## src/rtl/memory_arbiter_if.sv

```systemverilog
// Bus bundle between instruction/data requesters, the arbiter and a single-port RAM.
// The slave modport is the arbiter's view; master is the requester/RAM-model view.
interface memory_arbiter_if;
  logic        iREN;
  logic [31:0] iaddr;
  logic        dREN;
  logic        dWEN;
  logic [31:0] daddr;
  logic [31:0] dstore;
  logic [31:0] ramload;
  logic [1:0]  ramstate;
  logic        ihit;
  logic        dhit;
  logic [31:0] iload;
  logic [31:0] dload;
  logic        memerr;
  logic        ramREN;
  logic        ramWEN;
  logic [31:0] ramaddr;
  logic [31:0] ramstore;

  modport slave (
    input  iREN, iaddr, dREN, dWEN, daddr, dstore, ramload, ramstate,
    output ihit, dhit, iload, dload, memerr, ramREN, ramWEN, ramaddr, ramstore
  );

  modport master (
    output iREN, iaddr, dREN, dWEN, daddr, dstore, ramload, ramstate,
    input  ihit, dhit, iload, dload, memerr, ramREN, ramWEN, ramaddr, ramstore
  );
endinterface

```

## src/rtl/memory_arbiter.sv

```systemverilog
// Arbitrates instruction and data requests onto one RAM port, data first.
// Each access ends on ACCESS, ERROR or a wait timeout, then pulses one hit in RESP.
module memory_arbiter #(
  parameter int TIMEOUT = 16
) (
  input  logic              CLK,
  input  logic              nRST,
  memory_arbiter_if.slave   bus
);

  typedef enum logic [1:0] {IDLE, IACC, DACC, RESP} state_t;

  localparam logic [1:0] RamAccess   = 2'd2;
  localparam logic [1:0] RamError    = 2'd3;
  localparam logic [7:0] TimeoutLast = 8'(TIMEOUT - 1);

  state_t      r_state;
  state_t      w_next;
  logic [31:0] r_addr;
  logic [31:0] r_store;
  logic [31:0] r_iload;
  logic [31:0] r_dload;
  logic        r_write;
  logic        r_isData;
  logic        r_err;
  logic [7:0]  r_cnt;

  logic w_dataReq;
  logic w_inAcc;
  logic w_access;
  logic w_error;
  logic w_timeout;

  assign w_dataReq = bus.dREN | bus.dWEN;
  assign w_inAcc   = (r_state == IACC) || (r_state == DACC);
  assign w_access  = bus.ramstate == RamAccess;
  assign w_error   = bus.ramstate == RamError;
  assign w_timeout = r_cnt == TimeoutLast;

  always_ff @(posedge CLK or negedge nRST) begin
    if (!nRST) r_state <= IDLE;
    else       r_state <= w_next;
  end

  always_comb begin
    w_next = r_state;
    case (r_state)
      IDLE: begin
        if (w_dataReq)     w_next = DACC;
        else if (bus.iREN) w_next = IACC;
      end
      IACC, DACC: begin
        if (w_access || w_error || w_timeout) w_next = RESP;
      end
      RESP:    w_next = IDLE;
      default: w_next = IDLE;
    endcase
  end

  // Request fields are frozen on leaving IDLE so requester changes cannot disturb the access.
  always_ff @(posedge CLK or negedge nRST) begin
    if (!nRST) begin
      r_addr   <= '0;
      r_store  <= '0;
      r_write  <= 1'b0;
      r_isData <= 1'b0;
      r_err    <= 1'b0;
      r_cnt    <= '0;
      r_iload  <= '0;
      r_dload  <= '0;
    end else begin
      case (r_state)
        IDLE: begin
          if (w_next != IDLE) begin
            r_addr   <= w_dataReq ? bus.daddr : bus.iaddr;
            r_store  <= bus.dstore;
            r_write  <= w_dataReq & bus.dWEN;
            r_isData <= w_dataReq;
            r_err    <= 1'b0;
            r_cnt    <= '0;
          end
        end
        IACC, DACC: begin
          if (w_access) begin
            if (!r_write) begin
              if (r_isData) r_dload <= bus.ramload;
              else          r_iload <= bus.ramload;
            end
          end else if (w_error || w_timeout) begin
            r_err <= 1'b1;
          end else begin
            r_cnt <= r_cnt + 8'd1;
          end
        end
        default: ;
      endcase
    end
  end

  assign bus.ramREN   = (r_state == IACC) || ((r_state == DACC) && !r_write);
  assign bus.ramWEN   = (r_state == DACC) && r_write;
  assign bus.ramaddr  = w_inAcc ? r_addr : 32'd0;
  assign bus.ramstore = w_inAcc ? r_store : 32'd0;
  assign bus.ihit     = (r_state == RESP) && !r_isData;
  assign bus.dhit     = (r_state == RESP) && r_isData;
  assign bus.memerr   = (r_state == RESP) && r_err;
  assign bus.iload    = r_iload;
  assign bus.dload    = r_dload;

endmodule

```

## src/flat_wrapper.sv

```systemverilog
// flat-port wrapper written by rule: the top's interface ports become plain ports
module memory_arbiter_flat 
#(
  parameter int TIMEOUT = 16
)
  (CLK, nRST, bus_iREN, bus_iaddr, bus_dREN, bus_dWEN, bus_daddr, bus_dstore, bus_ramload, bus_ramstate, bus_ihit, bus_dhit, bus_iload, bus_dload, bus_memerr, bus_ramREN, bus_ramWEN, bus_ramaddr, bus_ramstore);
  memory_arbiter_if bus_i ();
  input  logic CLK;
  input  logic nRST;
  input wire logic [$bits(bus_i.iREN)-1:0] bus_iREN;
  input wire logic [$bits(bus_i.iaddr)-1:0] bus_iaddr;
  input wire logic [$bits(bus_i.dREN)-1:0] bus_dREN;
  input wire logic [$bits(bus_i.dWEN)-1:0] bus_dWEN;
  input wire logic [$bits(bus_i.daddr)-1:0] bus_daddr;
  input wire logic [$bits(bus_i.dstore)-1:0] bus_dstore;
  input wire logic [$bits(bus_i.ramload)-1:0] bus_ramload;
  input wire logic [$bits(bus_i.ramstate)-1:0] bus_ramstate;
  output wire logic [$bits(bus_i.ihit)-1:0] bus_ihit;
  output wire logic [$bits(bus_i.dhit)-1:0] bus_dhit;
  output wire logic [$bits(bus_i.iload)-1:0] bus_iload;
  output wire logic [$bits(bus_i.dload)-1:0] bus_dload;
  output wire logic [$bits(bus_i.memerr)-1:0] bus_memerr;
  output wire logic [$bits(bus_i.ramREN)-1:0] bus_ramREN;
  output wire logic [$bits(bus_i.ramWEN)-1:0] bus_ramWEN;
  output wire logic [$bits(bus_i.ramaddr)-1:0] bus_ramaddr;
  output wire logic [$bits(bus_i.ramstore)-1:0] bus_ramstore;
  assign bus_i.iREN = bus_iREN;
  assign bus_i.iaddr = bus_iaddr;
  assign bus_i.dREN = bus_dREN;
  assign bus_i.dWEN = bus_dWEN;
  assign bus_i.daddr = bus_daddr;
  assign bus_i.dstore = bus_dstore;
  assign bus_i.ramload = bus_ramload;
  assign bus_i.ramstate = bus_ramstate;
  assign bus_ihit = bus_i.ihit;
  assign bus_dhit = bus_i.dhit;
  assign bus_iload = bus_i.iload;
  assign bus_dload = bus_i.dload;
  assign bus_memerr = bus_i.memerr;
  assign bus_ramREN = bus_i.ramREN;
  assign bus_ramWEN = bus_i.ramWEN;
  assign bus_ramaddr = bus_i.ramaddr;
  assign bus_ramstore = bus_i.ramstore;
  memory_arbiter #(.TIMEOUT(TIMEOUT)) u_core (.CLK(CLK), .nRST(nRST), .bus(bus_i));
endmodule
```

## config.mk

```make
export PLATFORM = sky130hd
export DESIGN_NAME = memory_arbiter_flat
export DESIGN_NICKNAME = d
export VERILOG_FILES = /design/src/rtl/memory_arbiter_if.sv /design/src/rtl/memory_arbiter.sv /design/src/flat_wrapper.sv
export SDC_FILE = /design/constraint.sdc
export NUM_CORES = 1
export LEC_CHECK = 0
export CAP_MARGIN = 30
export CORE_ASPECT_RATIO = 1.1
export CORE_UTILIZATION = 43
export DETAILED_ROUTE_END_ITERATION = 16
export PLACE_DENSITY = 0.8
export SYNTH_ARGS = -nofsm -noshare
export SYNTH_HDL_FRONTEND = slang
export SYNTH_SLANG_ARGS = --single-unit
```

## constraint.sdc

```tcl
create_clock -name CLK -period 3.01 [get_ports CLK]
set_clock_uncertainty 0.2 [all_clocks]
set_input_delay 0.4515 -clock CLK [delete_from_list [all_inputs] [get_ports CLK]]
set_output_delay 0.4515 -clock CLK [all_outputs]
set_load 0.02 [all_outputs]
```

## Word-level counts from Yosys, hierarchy flattened

Cells that the tools add are included.
Widths: inputs -> output; s select.

- Flip-flop bits (word level): 141
- Output and inout port bits: 133

- Reductions and logical operators: 21
- Eq/ne operators: 10
- Mux-type cells: 15
- Bitwise operators: 4
- Add/subtract/negate cells: 1

Operator list:

| cell | count |
|---|---|
| $mux 32 | 3 |
| $mux 8 | 3 |
| $pmux 8 s2 | 1 |
| $reduce_and 4->1 | 4 |
| $add 8x1->8 const B | 1 |
| $eq 2x2->1 const B | 4 |
| $eq 8x4->1 const B | 1 |
| $mux 2 | 3 |
| $pmux 2 s3 | 1 |
| $logic_and 1x1->1 | 5 |
| $logic_or 1x1->1 | 5 |
| $ne 2x1->1 const B | 2 |
| $ne 2x2->1 const B | 2 |
| $reduce_bool 2->1 | 2 |
| $mux 1 | 3 |
| $eq 2x1->1 const B | 1 |
| $logic_not 1->1 | 2 |
| $logic_not 2->1 | 1 |
| $not 1->1 | 2 |
| $pmux 1 s2 | 1 |
| $reduce_and 2->1 | 1 |
| $reduce_or 2->1 | 1 |
| $and 1x1->1 | 1 |
| $or 1x1->1 | 1 |

## Longest topological paths before layout

- Word-level depth: 8
- Mapped depth: 10

## Least setup slack after synthesis

No wires, ideal clock.

- Path kind: register to register
- Start: register u_core.r_cnt[0]
- End: register u_core.r_store[25]
- Library setup time: 0.125 ns
- Setup slack: 0.531 ns
- Stages on the path, launching flop included: 10
- Period minus slack after synthesis: 2.479 ns
- Data required time: 2.685 ns
- Data arrival time: 2.154 ns
- Path through: dfrtp_1 ha_1 and3_1 buf_2 a2111oi_4 nor2_2 o21ai_2 buf_6 buf_6 mux2_2

- Cells in the longest elaborated chain, start to end: 6

RTL lines:

| item | RTL line | RTL |
|---|---|---|
| start: declaration | memory_arbiter.sv:26 | `logic [7:0] r_cnt;` |
| start signal: assignment | memory_arbiter.sv:92 | `r_cnt <= r_cnt + 8'd1;` |
| $eq 8x4->1 | memory_arbiter.sv:38 | `assign w_timeout = r_cnt == TimeoutLast;` |
| $logic_or 1x1->1 | memory_arbiter.sv:53 | `if (w_access \|\| w_error \|\| w_timeout) w_next = RESP;` |
| $mux 2 | memory_arbiter.sv:53 |  |
| $pmux 2 s3 | memory_arbiter.sv:47 | `case (r_state)` |
| named net u_core.w_next[1] | memory_arbiter.sv:18 | `state_t w_next;` |
| $reduce_bool 2->1 | memory_arbiter.sv:74 | `if (w_next != IDLE) begin` |
| $reduce_and 2->1 (no line) | -- |  |
| end signal: assignment | memory_arbiter.sv:76 | `r_store <= bus.dstore;` |
| end: declaration | memory_arbiter.sv:20 | `logic [31:0] r_store;` |

The timed path passes the listed nets, and every way through them passes these cells.
A chain may end at the register's enable or synchronous reset.

## Worst setup path in the final report

- Start: register u_core.r_state[0]
- End: output port bus_ramstore[1]

- Cells in the longest elaborated chain, start to end: 3
- Elaborated cells on any way between the ends: 4
- Classes of those cells: eq/ne (2); mux (1); reduce/logical (1)

RTL lines:

| item | RTL line | RTL |
|---|---|---|
| start: declaration | memory_arbiter.sv:17 | `state_t r_state;` |
| start signal: assignment | memory_arbiter.sv:42 | `else r_state <= w_next;` |
| $eq 2x1->1 / $eq 2x2->1 (equally long branches) | memory_arbiter.sv:35 | `assign w_inAcc = (r_state == IACC) \|\| (r_state == DACC);` |
| $logic_or 1x1->1 (*) | memory_arbiter.sv:35 |  |
| named net u_core.w_inAcc | memory_arbiter.sv:29 | `logic w_inAcc;` |
| $mux 32 (*) | memory_arbiter.sv:103 | `assign bus.ramstore = w_inAcc ? r_store : 32'd0;` |
| end: declaration | flat_wrapper.sv:26 | `output wire logic [$bits(bus_i.ramstore)-1:0] bus_ramstore;` |

Mark *: on every way through the listed nets, which the timed path passes. The rest lies on a longest branch.

==> results.py <==
metrics = {
    "sta": {
        "hold_viol": 0,
        "setup_viol_count_final": 0,
        "grt_setup_unrepaired": "no",
        "slew_viol_final": 0,
        "period_needed_ns": 2.893,
        "fin_setup_tns_ns": 0,
        "tightest_slew_ns": 0.8950,
        "max_clock_freq_mhz": 345.7,
        "relSlewSlack": 0.4027,
        "period_share": 0.9610,
    },
    "critical_path": {
        "crit_path_max_incr_delay_ns": 0.60,
        "crit_chain": "inv_1 -> ha_4 -> buf_12 -> and2_1 -> clkdlybuf4s50_1",
        "crit_type": "reg -> out",
        "r2r_slack_ns": 0.37,
        "reg2reg_from": "u_core.r_state[1]$_DFF_PN0_",
        "cp-end-kind": "output port",
        "r2r-end": "u_core.r_store[8]$_DFFE_PN0P_",
        "cp_data_arrival_time_ns": 2.24,
        "critPathLaunchType": "flip-flop",
        "reg2regPathDepth": 9,
        "cp_slowest_cell": "clkdlybuf4s50_1",
        "required_ns": 2.36,
        "path_max_fanout": 30,
    },
    "clocking": {
        "cts_tree": "built",
        "cts_sinks": 141,
        "clk_pin_slew_worst_paths_ns": 0.06,
        "clk_latency_ns": 0.41,
        "cts_buffers": 17,
        "cts_setup_buffers": 0,
        "clockBufferDepth": 2,
        "ctsHtreeMaxLevel": 4,
        "cts_root_buffer": "clkbuf_16",
    },
    "floorplan": {
        "dieHeight_um": 131.1,
        "core_area_um2": 14620,
        "rows": 46,
        "die_x_um": 119.4,
        "dieArea_um2": 15660,
        "initial_core_util": 0.4460,
        "ioPinCount": 268,
    },
    "placed_design": {
        "dpl.hpwl_um": 12360,
        "place_congestion": 0.7595,
        "numPortBuffers": 267,
        "dp_cells": 967,
    },
    "routing": {
        "postRouteAntennaNets": 0,
        "post-route-drc-count": 0,
        "drtIter0Drc": 193,
        "vias": 5131,
        "detail_route.first_pass.iterations": 4,
        "avgRoutedWirePerCell_um": 17.27,
        "drt_wl_total_um": 17280,
        "viasPerCell": 5.126,
    },
    "outcome": {
        "status": "completed",
    },
    "cells_and_area": {
        "layout-drive-gt1-share": 0.1854,
        "num_antenna_cells": 0,
        "layout.cells.non_filler": 1001,
        "fin_nets": 937,
        "area_delta_synth_final_pct": 55.08,
    },
    "yosys": {
        "ys_ff_latch": 141,
        "async_reset_ff_frac": 1.000,
        "syn_nets": 674,
        "syn-cell-area_um2": 6520,
        "avgSynthCellArea_um2": 12.23,
        "ys_warn_count": 0,
        "synthCells": 533,
        "synth_ff_type": "dfrtp_1",
        "yosysSeqAreaShare": 0.5412,
        "ys_types": 41,
        "synth_edf_count": 0,
    },
    "power_and_ir_drop": {
        "power_density_nw_per_um2": 1197,
        "worst_ir_drop_vdd_mv": 0.6733,
        "p_leak_nw": 4.613,
    },
    "global_route": {
        "grt_use_total": 0.2283,
        "antenna_found_initial": 0,
        "grt_remaining_overflow": 0,
        "grt_max_degree": 61,
        "grt_pass1_vias": 5561,
        "grt_pass1_wl_um": 28010,
    },
    "worst_hold_path": {
        "hp-start": "u_core.r_addr[7]$_DFFE_PN0P_",
        "min_to": "u_core.r_addr[7]$_DFFE_PN0P_",
        "whs_path_depth": 2,
        "hp-class": "reg -> reg",
    },
    "job": {
        "maxCapViolations": 0,
    },
}
-- metrics by stage --
stage / hold WS, ns / instance area (um2) / power, mW / worst slack, ns / util
6_report: 0.2992 / 10110 / 12.10 / 0.1174 / 0.6916
5_1_grt: 0.3143 / 10110 / 12.81 / 0.01979 / 0.6916
4_1_cts: 0.2993 / 10010 / 12.13 / 0.01020 / 0.6847
3_5_place_dp: 0.2138 / 9388 / 9.956 / 0.2371 / 0.6422
3_3_place_gp: 0.2046 / 9388 / 9.716 / 0.3951 / 0.6422
2_1_floorplan: -0.04409 / 6520 / 7.064 / 0.5315 / -
-- layout make-up --
class | count | area, um2
fill | 1074 | 4508
sequential | 141 | 3530
timing repair buffer | 280 | 2879
multi-input combinational | 352 | 2820
clock buffer | 22 | 464.2
tap | 192 | 240.2
clock inverter | 10 | 162.7
inverter | 4 | 15.01
-- cell usage in the layout (no fill, tap or decap), types with 2 or more instances in the layout --
cell type	n
a211o_1	3
a211oi_1	2
a21o_1	3
a21oi_1	6
a221o_1	3
a31oi_1	3
and2_1	70
and3_1	7
buf_12	3
buf_4	7
buf_6	2
bufinv_16	4
clkbuf_1	3
clkbuf_16	18
clkbuf_8	2
clkdlybuf4s50_1	228
clkinv_2	2
clkinv_4	2
clkinvlp_4	2
dfrtp_1	140
dlygate4sd2_1	13
dlymetal6s2s_1	25
ha_1	5
inv_1	4
mux2_2	97
mux2i_1	33
nand2_1	10
nand2b_1	4
nand3_1	6
nand4_1	2
nor2_1	4
nor2_2	2
nor2b_1	2
o21ai_0	72
or3_1	2
-- kinds of logic after synthesis --
family / after synthesis / share of synthesized area
mux: 130 / 0.2182
buf+inv: 40 / 0.03090
compound gates: 101 / 0.09231
flops: 141 / 0.5412
simple gates: 115 / 0.1059
fa+ha+maj: 6 / 0.01151
-- critical path, delay by kind of cell (launching register included) --
kind / cells / cell delay (ns)
AND/OR/NAND/NOR: 1 / 0.16
buffers and inverters: 3 / 0.89
flip-flops: 1 / 0.41
adder cells (fa/ha/maj): 1 / 0.35
-- cells in the mapped netlist (all sizes together), types with 3 or more instances --
cell type / count / area share
dfrtp: 141 / 0.54
mux2: 97 / 0.17
o21ai: 73 / 0.057
and2: 70 / 0.067
mux2i: 33 / 0.051
clkbuf: 28 / 0.016
nand2: 10 / 0.0058
buf: 8 / 0.012
and3: 7 / 0.0067
nor2: 7 / 0.0044
a21oi: 6 / 0.0046
ha: 6 / 0.012
nand3: 6 / 0.0046
inv: 4 / 0.0023
nand2b: 4 / 0.0038
a211o: 3 / 0.0040
a21o: 3 / 0.0035
a221o: 3 / 0.0046
a31oi: 3 / 0.0029
-- metal layers --
layer | vias up | routed length, um | GRT usage
met5 | - | 0 | 0
met4 | 0 | 255 | 0.06944
met3 | 17 | 1626 | 0.09201
met2 | 200 | 8962 | 0.4073
met1 | 2513 | 6440 | 0.2448
li1 | 2401 | - | -
-- registers in the layout, summed over array words and instances (netlist names) --
| register | cells |
|---|---|
| u_core.r_write | 1 |
| u_core.bus.dload | 32 |
| u_core.r_err | 1 |
| u_core.bus.iload | 32 |
| u_core.r_state | 2 |
| u_core.r_isData | 1 |
| u_core.r_addr | 32 |
| u_core.r_cnt | 8 |
| u_core.r_store | 32 |
-- power by group --
part | switching (mW) | internal [mW]
Clock | 0.763 | 1.43
Combinational | 3.35 | 3.24
Sequential | 0.487 | 2.84
Total | 4.60 | 7.51
-- worst max-delay path by stage --
stage | start | end
after floorplan | u_core.r_cnt[0]$_DFFE_PN0P_ | u_core.r_store[25]$_DFFE_PN0P_
final | u_core.r_state[0]$_DFF_PN0_ | bus_ramstore[1]
after detailed placement | u_core.r_state[1]$_DFF_PN0_ | u_core.r_err$_DFFE_PN0P_
after CTS | u_core.r_state[1]$_DFF_PN0_ | bus_ramstore[1]
after global placement | u_core.r_state[1]$_DFF_PN0_ | u_core.r_err$_DFFE_PN0P_
after global routing | u_core.r_state[0]$_DFF_PN0_ | bus_ramstore[4]
-- repair_timing --
item | in CTS | in global routing
resized for setup | 14 | 27
cloned | 0 | 1
endpoints found under the setup margin | 64 | 51
hold buffers | 1 | 0
hold endpoints to repair | 44 | 0
No activity file was read; power rests on OpenSTA's default activity.
